==> config.mk <==
export PLATFORM = sky130hd
export DESIGN_NAME = serial_adder
export DESIGN_NICKNAME = d
export VERILOG_FILES = /design/src/rtl/serial_adder_pkg.sv /design/src/rtl/full_adder.sv /design/src/rtl/serial_adder.sv
export SDC_FILE = /design/constraint.sdc
export NUM_CORES = 1
export LEC_CHECK = 0
export BUFFER_PORTS_ARGS = -buffer_cell sky130_fd_sc_hd__buf_2
export CORE_UTILIZATION = 40
export DETAILED_ROUTE_END_ITERATION = 8
export SYNTH_ARGS = -nofsm -noshare
export SYNTH_HDL_FRONTEND = slang
export SYNTH_SLANG_ARGS = --single-unit
==> constraint.sdc <==
create_clock -name clk -period 1.7 [get_ports clk]
set_clock_uncertainty 0.2 [all_clocks]
set_input_delay 0.255 -clock clk [delete_from_list [all_inputs] [get_ports clk]]
set_output_delay 0.255 -clock clk [all_outputs]
set_load 0.02 [all_outputs]
==> src/rtl/serial_adder_pkg.sv <==
// Shared types and defaults for the bit-serial adder.
package serial_adder_pkg;

  localparam int WIDTH_DEFAULT = 8;

  typedef enum logic [1:0] {
    IDLE  = 2'd0,
    SHIFT = 2'd1,
    DONE  = 2'd2
  } state_e;

endpackage

==> src/rtl/full_adder.sv <==
// One-bit full adder used as the datapath of the serial adder.
module full_adder (
  input  logic a,
  input  logic b,
  input  logic ci,
  output logic s,
  output logic co
);

  assign s  = a ^ b ^ ci;
  assign co = (a & b) | (ci & (a ^ b));

endmodule

==> src/rtl/serial_adder.sv <==
// Bit-serial adder: one full-adder bit per clock, LSB first, WIDTH cycles per operation.
// Optional macro SERIAL_ADDER_SUB_EN adds a 'sub' input selecting a - b (a + ~b + 1).
module serial_adder
  import serial_adder_pkg::*;
#(
  parameter int WIDTH = WIDTH_DEFAULT
) (
  input  logic             clk,
  input  logic             rst_n,
  input  logic             start,
  input  logic [WIDTH-1:0] a,
  input  logic [WIDTH-1:0] b,
`ifdef SERIAL_ADDER_SUB_EN
  input  logic             sub,
`endif
  output logic             busy,
  output logic             done,
  output logic [WIDTH-1:0] sum,
  output logic             cout
);

  localparam int CW = $clog2(WIDTH + 1);

  state_e           state_q, state_d;
  logic [WIDTH-1:0] a_q, a_d;
  logic [WIDTH-1:0] b_q, b_d;
  logic [WIDTH-1:0] res_q, res_d;
  logic [WIDTH-1:0] sum_q, sum_d;
  logic             carry_q, carry_d;
  logic             cout_q, cout_d;
  logic [CW-1:0]    cnt_q, cnt_d;

  logic             fa_s;
  logic             fa_co;

  full_adder u_full_adder (
    .a  (a_q[0]),
    .b  (b_q[0]),
    .ci (carry_q),
    .s  (fa_s),
    .co (fa_co)
  );

  always_comb begin
    state_d = state_q;
    a_d     = a_q;
    b_d     = b_q;
    res_d   = res_q;
    sum_d   = sum_q;
    carry_d = carry_q;
    cout_d  = cout_q;
    cnt_d   = cnt_q;

    case (state_q)
      IDLE: begin
        if (start) begin
          a_d   = a;
`ifdef SERIAL_ADDER_SUB_EN
          // Subtraction folds into addition: invert B once at capture, carry in of 1.
          b_d     = sub ? ~b : b;
          carry_d = sub;
`else
          b_d     = b;
          carry_d = 1'b0;
`endif
          res_d   = '0;
          cnt_d   = '0;
          state_d = SHIFT;
        end
      end

      SHIFT: begin
        res_d   = {fa_s, res_q[WIDTH-1:1]};
        carry_d = fa_co;
        a_d     = a_q >> 1;
        b_d     = b_q >> 1;
        cnt_d   = cnt_q + CW'(1);
        if (cnt_q == CW'(WIDTH - 1)) begin
          state_d = DONE;
          sum_d   = {fa_s, res_q[WIDTH-1:1]};
          cout_d  = fa_co;
        end
      end

      DONE: begin
        state_d = IDLE;
      end

      default: begin
        state_d = IDLE;
      end
    endcase
  end

  always_ff @(posedge clk or negedge rst_n) begin
    if (!rst_n) begin
      state_q <= IDLE;
      a_q     <= '0;
      b_q     <= '0;
      res_q   <= '0;
      sum_q   <= '0;
      carry_q <= 1'b0;
      cout_q  <= 1'b0;
      cnt_q   <= '0;
    end else begin
      state_q <= state_d;
      a_q     <= a_d;
      b_q     <= b_d;
      res_q   <= res_d;
      sum_q   <= sum_d;
      carry_q <= carry_d;
      cout_q  <= cout_d;
      cnt_q   <= cnt_d;
    end
  end

  assign busy = (state_q == SHIFT);
  assign done = (state_q == DONE);
  assign sum  = sum_q;
  assign cout = cout_q;

endmodule

==> flow_summary.ini <==
[run_status]
outcome = finished, final reports clean

[timing]
rsz0062_at_grt = yes
hold_viol_final = 0
fin_tns_setup_ns = 0
period_share = 0.9885
max_freq_mhz = 595.1
worst_slack_ns = 0.01948
fin_crit_ns = 1.681
setup_viol = 0
slew_headroom = 0.6234
worst_pin_slew_ns = 0.5645
finalMaxSlewViolations = 0

[cts]
numCtsBuffers = 5
clock_sinks = 39
cts-root-buf = clkbuf_8
cts_buffer_depth = 2
htreeDepth = 2
clock_latency_ns = 0.29
cts_tree = yes
path_clk_slew_ns = 0.07

[synth]
synth-warning-count = 0
syn_avg_cell_area_um2 = 11.39
yosysUniqueCellTypes = 23
synth_edf_count = 0
synth_most_common_cell = dfrtp_1
ys_seq_elements = 39
synthDominantCellAreaShare = 0.5636
synth-main-ff-cell = dfrtp_1
synth_top_area_cell = dfrtp_1
yosys-top-cells-area = dfrtp_1 56%, mux2_2 6.5%, nor2b_1 6.5%
ys_seq_area_frac = 0.5636
syn_nets = 173
netlist_top_cells_count = 39 x dfrtp_1, 18 x nor2b_1, 17 x a21oi_1
synthArstFlopShare = 1.000
syn_inst = 152
syn-cell-area_um2 = 1732

[drt]
avgRoutedWirePerCell_um = 15.54
firstDrtPassIters = 4
drt-initial-drc-count = 84
vias_per_cell = 5.337
dr_total_vias = 1313
ant_nets = 0
wirelength_um = 3823
drc = 0

[setup_path]
worst_ep_arrival_time_ns = 1.23
crit_start = state_q[0]
worst-r2r-cell-count = 5
crit_required_ns = 1.24
worstSetupPathType = reg -> out
r2r_start = cnt_q[0]
worstReg2RegEnd = sum[3]
endpoint_kind = primary output
reg2reg_slack_ns = 0.05
startpoint_type = flop
crit_fanout = 6

[floorplanning]
die_h_um = 67.80
rows = 23
io_pins = 30
die_area_um2 = 4596
die_w_um = 67.80
core_area_um2 = 4086
start_util = 0.4238

[pwr]
ir_drop_mv = 1.104
fin_total_pwr_mw = 4.011
p_leak_nw = 1.012
power.density_nw_per_um2 = 1814

[hold_path]
hold_path.startpoint = a[5]
worst_hold_path.num_cells = 3
hold_class = in -> reg
whs_endpoint = a_q[5]

[final_layout]
drive_gt1_frac = 0.3776
n_antenna_cell = 0
fin_nets = 216
area_delta_synth_final_pct = 27.67

[global_route]
antenna_found_initial = 0
grt_max_degree = 23
grt_pass1_vias = 1309
grt_overflow = 0
grt_usage = 0.1896
grt_pass1_wl_um = 6230

[placed_design]
io_buffers = 29
hpwl_um = 2544
place_ws_ns = 0.002750
gp_congestion = 0.7680

[flow_run]
max_cap_violations = 0
==> per-layer routing <==
layer / vias up / global-route usage / part of all wire
met4: 0 / 0.08594 / 0.020
met5: - / 0 / 0
li1: 637 / - / -
met1: 642 / 0.2549 / 0.47
met3: 7 / 0.04223 / 0.041
met2: 27 / 0.2908 / 0.47
==> through the flow <==
stage	utilization	hold slack (ns)	cells	cell area, um^2
2_1_floorplan	-	-0.2406	152	1732
3_5_place_dp	0.4878	0.01811	231	1993
3_3_place_gp	0.4878	0.01522	231	1993
4_1_cts	0.5193	0.03752	242	2122
6_report	0.5410	0.03152	246	2211
5_1_grt	0.5410	0.05625	246	2211
==> where the power goes <==
group / internal (mW) / total (mW) / switching (mW) / leakage [nW]
combinational: 0.879 / 1.74 / 0.863 / 0.451
clock: 0.370 / 0.681 / 0.311 / 0.0515
sequential: 1.30 / 1.59 / 0.292 / 0.510
total: 2.55 / 4.01 / 1.47 / 1.01
==> cell usage in the layout (no fill, tap or decap), types with 5 or more instances in the layout <==
cell / count
dfrtp_1: 38
buf_2: 27
nor2b_1: 17
a21oi_1: 17
buf_4: 11
mux2_2: 10
a22o_1: 10
o21ai_1: 10
a22oi_1: 9
o21ai_0: 7
clkbuf_8: 7
nand2_1: 5
a22oi_2: 5
buf_6: 5
==> worst max-delay path by stage <==
stage                    end  cells after the start
finish                  busy                      4
global route            busy                      4
CTS                 res_q[4]                      2
detailed placement  cnt_q[3]                      3
global placement        cout                      5
floorplan               cout                      4
==> kinds of logic after synthesis <==
kind of cell	after synthesis	share of synthesized area
compound gates	59	0.2139
flops	39	0.5636
simple gates	31	0.1098
buf+inv	11	0.02889
mux	10	0.06503
fa+ha+maj	2	0.01879
==> what timing repair did <==
item / in CTS / in global routing
gates resized for setup: 3 / 23
hold endpoints to repair: 17 / 0
hold buffers: 1 / 0
setup endpoints to repair: 12 / 38
buffers inserted: 2 / 4
==> area by class of cell <==
class                      instances  area, um^2
tap                               50       62.56
multi-input combinational        102       739.5
timing repair buffer              46       324.1
inverter                           1       7.507
sequential                        39       977.2
clock buffer                       8       100.1
fill                             368        1876
==> worst max-delay path, cell delays in order (launching register included) <==
cell        delay [ns]
dfrtp_2           0.44
buf_6             0.13
nand2b_4          0.09
clkinvlp_4        0.12
buf_6             0.15
==> registers in the layout, indices dropped and copies added, names as in the netlist <==
register,cells
a_q,8
b_q,8
carry_q,1
cnt_q,4
cout,1
res_q,7
state_q,2
sum,8
No activity file was read; power rests on OpenSTA's default activity.
